[src/rtl/uart_pkg.sv]
// Shared UART definitions: parity modes, baud table, divisor helper and the
// receiver state type.
package uart_pkg;

  localparam int PAR_NONE = 0;
  localparam int PAR_EVEN = 1;
  localparam int PAR_ODD  = 2;

  typedef enum logic [2:0] {
    ST_IDLE,
    ST_START,
    ST_DATA,
    ST_PARITY,
    ST_STOP
  } rx_state_t;

  // Baud rate selected by the 3-bit baud_select code.
  function automatic int unsigned baud_rate(input logic [2:0] sel);
    int unsigned rate;
    case (sel)
      3'd0:    rate = 300;
      3'd1:    rate = 1200;
      3'd2:    rate = 4800;
      3'd3:    rate = 9600;
      3'd4:    rate = 19200;
      3'd5:    rate = 38400;
      3'd6:    rate = 57600;
      default: rate = 115200;
    endcase
    return rate;
  endfunction

  // Clock cycles per sample tick, rounded to nearest.
  function automatic int unsigned baud_divisor(input int unsigned clk_hz,
                                               input logic [2:0] sel,
                                               input int unsigned os);
    int unsigned denom;
    denom = os * baud_rate(sel);
    return (clk_hz + denom / 2) / denom;
  endfunction

endpackage

[src/rtl/uart_baud_controller.sv]
// Sample-tick generator: latches the divisor for the selected baud rate while
// allowed, and emits a one-clock sample_tick every divisor clocks.
module uart_baud_controller
  import uart_pkg::*;
#(
  parameter int CLK_FREQ_HZ = 50_000_000,
  parameter int OVERSAMPLE  = 16
) (
  input  logic       clk,
  input  logic       reset_n,
  input  logic [2:0] baud_select,
  input  logic       latch_en,
  input  logic       restart,
  output logic       sample_tick
);

  // Slowest rate has the largest divisor, so it sets the counter width.
  localparam int DIV_W = $clog2(baud_divisor(CLK_FREQ_HZ, 3'd0, OVERSAMPLE) + 1);

  logic [DIV_W-1:0] div_table [8];
  logic [DIV_W-1:0] div_q;
  logic [DIV_W-1:0] cnt_q;
  logic             wrap;

  for (genvar g = 0; g < 8; g++) begin : g_div
    localparam logic [DIV_W-1:0] DIV = DIV_W'(baud_divisor(CLK_FREQ_HZ, 3'(g), OVERSAMPLE));
    assign div_table[g] = DIV;
  end

  assign wrap        = (cnt_q >= div_q - DIV_W'(1));
  assign sample_tick = wrap && !restart;

  // Divisor latch and free-running tick counter; restart realigns the phase.
  always_ff @(posedge clk or negedge reset_n) begin
    if (!reset_n) begin
      div_q <= DIV_W'(1);
      cnt_q <= '0;
    end else begin
      if (latch_en) div_q <= div_table[baud_select];
      if (restart || wrap) cnt_q <= '0;
      else                 cnt_q <= cnt_q + DIV_W'(1);
    end
  end

endmodule

[src/rtl/uart_rx_fifo.sv]
// UART receiver with configurable frame format, 3-sample majority voting,
// false-start rejection and an output FIFO with overrun detection.
module uart_rx_fifo
  import uart_pkg::*;
#(
  parameter int CLK_FREQ_HZ = 50_000_000,
  parameter int DATA_BITS   = 8,
  parameter int PARITY_MODE = 1,
  parameter int STOP_BITS   = 1,
  parameter int OVERSAMPLE  = 16,
  parameter int FIFO_DEPTH  = 4
) (
  input  logic                 clk,
  input  logic                 reset_n,
  input  logic [2:0]           baud_select,
  input  logic                 Rx_EN,
  input  logic                 RxD,
  input  logic                 Rx_READY,
  output logic [DATA_BITS-1:0] Rx_DATA,
  output logic                 Rx_VALID,
  output logic                 Rx_PERROR,
  output logic                 Rx_FERROR,
  output logic                 Rx_OVERRUN
);

  localparam int TW = $clog2(OVERSAMPLE);
  localparam int BW = $clog2(DATA_BITS);
  localparam int AW = $clog2(FIFO_DEPTH);
  localparam logic [TW-1:0] T_S0   = TW'(OVERSAMPLE / 2 - 1);
  localparam logic [TW-1:0] T_S1   = TW'(OVERSAMPLE / 2);
  localparam logic [TW-1:0] T_S2   = TW'(OVERSAMPLE / 2 + 1);
  localparam logic [TW-1:0] T_LAST = TW'(OVERSAMPLE - 1);

  logic                 rx_meta, rx_sync;
  logic                 sample_tick;
  rx_state_t            state_q, state_d;
  logic [TW-1:0]        tick_cnt;
  logic [BW-1:0]        bit_cnt;
  logic                 stop_idx;
  logic                 samp0, samp1;
  logic [DATA_BITS-1:0] data_q;
  logic                 perr_q, ferr_q;
  logic                 push_req;
  logic                 start_det, decide, maj, frame_done;

  logic [DATA_BITS-1:0] mem_data [FIFO_DEPTH];
  logic [FIFO_DEPTH-1:0] mem_perr, mem_ferr;
  logic [AW:0]          wr_ptr, rd_ptr;
  logic                 fifo_empty, fifo_full, pop, push_fire;

  // Two-flop synchroniser on the asynchronous serial line, idling high.
  always_ff @(posedge clk or negedge reset_n) begin
    if (!reset_n) begin
      rx_meta <= 1'b1;
      rx_sync <= 1'b1;
    end else begin
      rx_meta <= RxD;
      rx_sync <= rx_meta;
    end
  end

  uart_baud_controller #(
    .CLK_FREQ_HZ(CLK_FREQ_HZ),
    .OVERSAMPLE (OVERSAMPLE)
  ) u_baud (
    .clk        (clk),
    .reset_n    (reset_n),
    .baud_select(baud_select),
    .latch_en   (state_q == ST_IDLE),
    .restart    (start_det),
    .sample_tick(sample_tick)
  );

  assign start_det  = (state_q == ST_IDLE) && Rx_EN && !rx_sync;
  assign decide     = sample_tick && (state_q != ST_IDLE) && (tick_cnt == T_S2);
  assign maj        = (samp0 & samp1) | (samp0 & rx_sync) | (samp1 & rx_sync);
  assign frame_done = Rx_EN && decide && (state_q == ST_STOP) &&
                      (stop_idx == 1'(STOP_BITS - 1));

  // State register.
  always_ff @(posedge clk or negedge reset_n) begin
    if (!reset_n) state_q <= ST_IDLE;
    else          state_q <= state_d;
  end

  // Next-state logic; transitions happen at each bit's majority decision.
  always_comb begin
    state_d = state_q;
    if (!Rx_EN) begin
      state_d = ST_IDLE;
    end else begin
      case (state_q)
        ST_IDLE:   if (!rx_sync) state_d = ST_START;
        ST_START:  if (decide) state_d = maj ? ST_IDLE : ST_DATA;
        ST_DATA:   if (decide && bit_cnt == BW'(DATA_BITS - 1))
                     state_d = (PARITY_MODE == PAR_NONE) ? ST_STOP : ST_PARITY;
        ST_PARITY: if (decide) state_d = ST_STOP;
        ST_STOP:   if (decide && stop_idx == 1'(STOP_BITS - 1)) state_d = ST_IDLE;
        default:   state_d = ST_IDLE;
      endcase
    end
  end

  // Bit timing, sample capture and frame assembly.
  always_ff @(posedge clk or negedge reset_n) begin
    if (!reset_n) begin
      tick_cnt <= '0;
      bit_cnt  <= '0;
      stop_idx <= 1'b0;
      samp0    <= 1'b1;
      samp1    <= 1'b1;
      data_q   <= '0;
      perr_q   <= 1'b0;
      ferr_q   <= 1'b0;
      push_req <= 1'b0;
    end else begin
      push_req <= frame_done;
      if (start_det) begin
        tick_cnt <= '0;
        bit_cnt  <= '0;
        stop_idx <= 1'b0;
        perr_q   <= 1'b0;
        ferr_q   <= 1'b0;
      end else if (sample_tick && state_q != ST_IDLE) begin
        tick_cnt <= (tick_cnt == T_LAST) ? '0 : tick_cnt + TW'(1);
        if (tick_cnt == T_S0) samp0 <= rx_sync;
        if (tick_cnt == T_S1) samp1 <= rx_sync;
        if (decide) begin
          case (state_q)
            ST_DATA: begin
              data_q  <= {maj, data_q[DATA_BITS-1:1]};
              bit_cnt <= bit_cnt + BW'(1);
            end
            ST_PARITY: perr_q <= (PARITY_MODE == PAR_ODD) ? ~(^data_q ^ maj) : (^data_q ^ maj);
            ST_STOP: begin
              ferr_q   <= ferr_q | ~maj;
              stop_idx <= stop_idx + 1'b1;
            end
            default: ;
          endcase
        end
      end
    end
  end

  assign fifo_empty = (wr_ptr == rd_ptr);
  assign fifo_full  = (wr_ptr[AW] != rd_ptr[AW]) && (wr_ptr[AW-1:0] == rd_ptr[AW-1:0]);
  assign pop        = !fifo_empty && Rx_READY;
  assign push_fire  = push_req && Rx_EN && (!fifo_full || pop);

  // FIFO storage; only written on an accepted push.
  always_ff @(posedge clk) begin
    if (push_fire) begin
      mem_data[wr_ptr[AW-1:0]] <= data_q;
      mem_perr[wr_ptr[AW-1:0]] <= perr_q;
      mem_ferr[wr_ptr[AW-1:0]] <= ferr_q;
    end
  end

  // FIFO pointers and the sticky overrun flag, which Rx_EN low clears.
  always_ff @(posedge clk or negedge reset_n) begin
    if (!reset_n) begin
      wr_ptr     <= '0;
      rd_ptr     <= '0;
      Rx_OVERRUN <= 1'b0;
    end else begin
      if (push_fire) wr_ptr <= wr_ptr + 1'b1;
      if (pop)       rd_ptr <= rd_ptr + 1'b1;
      if (!Rx_EN)                                  Rx_OVERRUN <= 1'b0;
      else if (push_req && fifo_full && !pop)      Rx_OVERRUN <= 1'b1;
    end
  end

  assign Rx_VALID  = !fifo_empty;
  assign Rx_DATA   = fifo_empty ? '0   : mem_data[rd_ptr[AW-1:0]];
  assign Rx_PERROR = fifo_empty ? 1'b0 : mem_perr[rd_ptr[AW-1:0]];
  assign Rx_FERROR = fifo_empty ? 1'b0 : mem_ferr[rd_ptr[AW-1:0]];

endmodule

[config.mk]
export PLATFORM = sky130hd
export DESIGN_NAME = uart_rx_fifo
export DESIGN_NICKNAME = d
export VERILOG_FILES = /design/src/rtl/uart_pkg.sv /design/src/rtl/uart_baud_controller.sv /design/src/rtl/uart_rx_fifo.sv
export SDC_FILE = /design/constraint.sdc
export NUM_CORES = 1
export LEC_CHECK = 0
export CELL_PAD_IN_SITES_DETAIL_PLACEMENT = 0
export CELL_PAD_IN_SITES_GLOBAL_PLACEMENT = 1
export CORE_ASPECT_RATIO = 1.25
export CORE_UTILIZATION = 50
export DETAILED_ROUTE_END_ITERATION = 6
export GPL_ROUTABILITY_DRIVEN = 1
export HOLD_SLACK_MARGIN = 0.06
export PLACE_DENSITY_LB_ADDON = 0.15
export SYNTH_ARGS = -nofsm -noshare
export SYNTH_HDL_FRONTEND = slang
export SYNTH_SLANG_ARGS = --single-unit
[constraint.sdc]
create_clock -name clk -period 4.1 [get_ports clk]
set_input_delay 1.23 -clock clk [delete_from_list [all_inputs] [get_ports clk]]
set_output_delay 1.23 -clock clk [all_outputs]
set_load 0.1 [all_outputs]
==> impl_results.md <==
- Rows: 40
- Compound-Gate Fraction of Synth Area: 0.0702
- Worst hold margin: 358 ps
- HP Class: register to register
- Max-cap check violation count: 0
- Kind of start point of the critical path: register
- Initial drt markers: 88
- Largest family of logic cells by synthesized area: simple AND/OR/NAND/NOR gates
- Cts bufs inserted: 9
- Max Clock Skew: 6.81 ps
- Yosys top cell by area: dfrtp_1
- Die X: 91.5 um
- Mux contribution to synthesized area: 0.0820
- Clk buf depth: 2
- H-tree Lvls: 3
- Routed via count: between 3k and 4k
- Clk root buf: clkbuf_16
- CTS Hold Bufs: 0
- Unique masters post-synth: 48
- PostCTS Resize Cnt: 0
- Max Fanout on Critical Path: 13
- Worst setup margin: 722 ps
- GRT Overall Usage: 0.183
- CTS tree: built
- Inserted Diodes: 0
- Nets: between 400 and 500
- Placed Cells: between 500 and 600
- Post-Layout Cell Count: 570
- Met1 Resource Use GR: 0.202
- Gp weighted congestion: around 0.8
- Via/cell ratio: 5.27
- FF+latch count, synth: just under 100
- DP HPWL: roughly 6.3 mm
- Post-route ant nets: 0
- Worst reg-to-reg setup slack: between 700 and 800 ps
- Setup Fix Bufs, Post-CTS: 0
- Die footprint: about 10,000 um2
- Vias in the first global route: 3,090
- VDD IR max: about 0.00020 V
- Initial Util: 0.518
- Ys Warns: 0
- Final-report hold violation count: 0
- Die Ht: approximately 110 um
- Synth top area share: 0.270
- Top FF cell, synth: dfrtp_1
- Io pins: 20
- Worst-Margin Slew: around 960 ps
- Post-synthesis async set-or-reset flop share: 0.596
- Synth top area cells: dfrtp_1 (27%), edfxtp_1 (24%), ha_1 (8.2%)
- Post-synth EDFFs: 40
- Area growth from synthesis to layout: 12.2%
- Worst Setup End Kind: register
- Final wirelength: 8.36 mm
- P_leak: roughly 2.4 nW
- Synth cell count leaders: dfrtp_1 (54), nand2_1 (41), edfxtp_1 (40), nor2_1 (36), ha_1 (33)
- IO buf count: 19
- Share of cells above drive strength 1: 0.149
- Critical path class: register to register
- Part of the cycle the worst path needs: 0.824
- Sequential area share after synthesis: 0.536
- First-pass GRT wire length: around 15 mm
- Largest net degree at the start of global routing: 22
- Syn Area/Cell: 12.0 um2
- Top-count cell post-synth: dfrtp_1
- Final setup violation count: 0
- Worst EP arrival: 3600 ps
- Mapped Area: 5010 um2
- FILL cells: approximately 820
- Pre-Repair DR Iteration Count: 4
- WP data required: 4320 ps
- Status: finished, final reports clean
- Simple-gate area share of the yosys netlist: 0.139
- CTS clk-pin slew, worst paths: 70 ps
- Place WS: 716 ps
- Adder-Cell Fraction of Synth Area: 0.0845
- Mapped Cells: 417
- Clock Latency Late Sink: between 300 and 400 ps
- Unrepaired setup endpoints after global routing: no
- Power Dens Cells: 478 nW/um2
- Setup TNS: 0 ps
- Core area: between 9000 and 10,000 um2
- Routed WL per cell: ~15 um
- Fmax: around 300 MHz
- Count of final max-slew check failures: 0
- Layout Utilization: 0.582
- CTS Sinks: 99
- DRC: 0
- GRT Max-Usage Layer: met2
- Initial antenna violation count: 0
- Met3 usage: 0.0287
- Synth Net Count: ~460
- Total gr overflow: 0
- Max-slew headroom: 0.359
- Met2 Track Usage GR: 0.344
- Min Tclk post-route: between 3000 and 4000 ps
- Synth Area in XOR/XNOR: 0.0630
## power breakdown
group / internal [mW] / switching (mW) / total (mW)
sequential: 1.09 / 0.0851 / 1.17
clock: 0.539 / 0.361 / 0.900
combinational: 0.225 / 0.393 / 0.618
## layer usage
metal	routed length, um	vias to the layer above
li1	-	1512
met1	3440	1459
met2	4650	25
met3	165	6
met4	99	0
met5	0	-
## cell type report
type	count	area (um2)	share of cell area
Sequential cell	99	2680	0.478
Multi-Input combinational cell	288	2200	0.391
Clock buffer	9	225	0.0401
Timing Repair Buffer	24	195	0.0347
Tap cell	126	158	0.0280
Clock inverter	7	98.8	0.0176
Inverter	17	63.8	0.0114
## path summary, 6_finish.rpt
| check | end | from | depth (start not counted) |
|---|---|---|---|
| worst max-delay path | data_q[0] | u_baud.div_q[2] | 10 |
| worst min-delay path | rx_sync | rx_meta | 0 |
| worst max register to register | data_q[0] | u_baud.div_q[2] | 10 |
| worst min register to register | rx_sync | rx_meta | 0 |
| max in group asynchronous | samp1 | reset_n | 2 |
| min in group asynchronous | u_baud.cnt_q[8] | reset_n | 1 |
## worst max-delay path, cell delays in order (launching register included)
cell,delay (ps)
dfrtp_1,430
nor4_1,530
nand3_1,190
or2_2,310
ha_1,310
nand4_2,140
o21ai_0,330
a211oi_4,120
a2111oi_4,300
buf_4,250
mux2_2,350
## layout by cell type, fill, tap and decap left out, types with 10 or more instances in the layout
cell / instances
buf_4: 16
nand2_1: 41
nor2b_1: 10
xor2_1: 12
edfxtp_1: 40
o21ai_0: 18
mux4_2: 10
inv_1: 17
nor2_1: 36
xnor2_1: 24
a21oi_1: 15
dfrtp_1: 54
ha_1: 33
## per-stage QoR
stage	power, mW	instance area, um2
2_1_floorplan	1.67	5010
3_3_place_gp	1.81	5300
3_5_place_dp	1.82	5300
4_1_cts	2.73	5620
5_1_grt	2.83	5620
6_report	2.69	5620
## state kept, by name, summed over array words and instances, names as in the netlist, 3 cells and up
register	flops
tick_cnt	4
wr_ptr	3
mem_ferr	4
mem_perr	4
data_q	8
u_baud.cnt_q	14
state_q	3
bit_cnt	3
mem_data	32
u_baud.div_q	12
rd_ptr	3
## cells by family (layout without fill, tap and decap cells)
kind of cell / Yosys count / in the layout
buffers and inverters: 30 / 57
AND/OR/NAND/NOR: 142 / 142
flip-flops: 99 / 99
multiplexers: 27 / 27
AO/OA/AOI/OAI: 49 / 49
XOR/XNOR: 36 / 36
adder cells (fa/ha/maj): 34 / 34
Power figures use the tool's default switching activity.
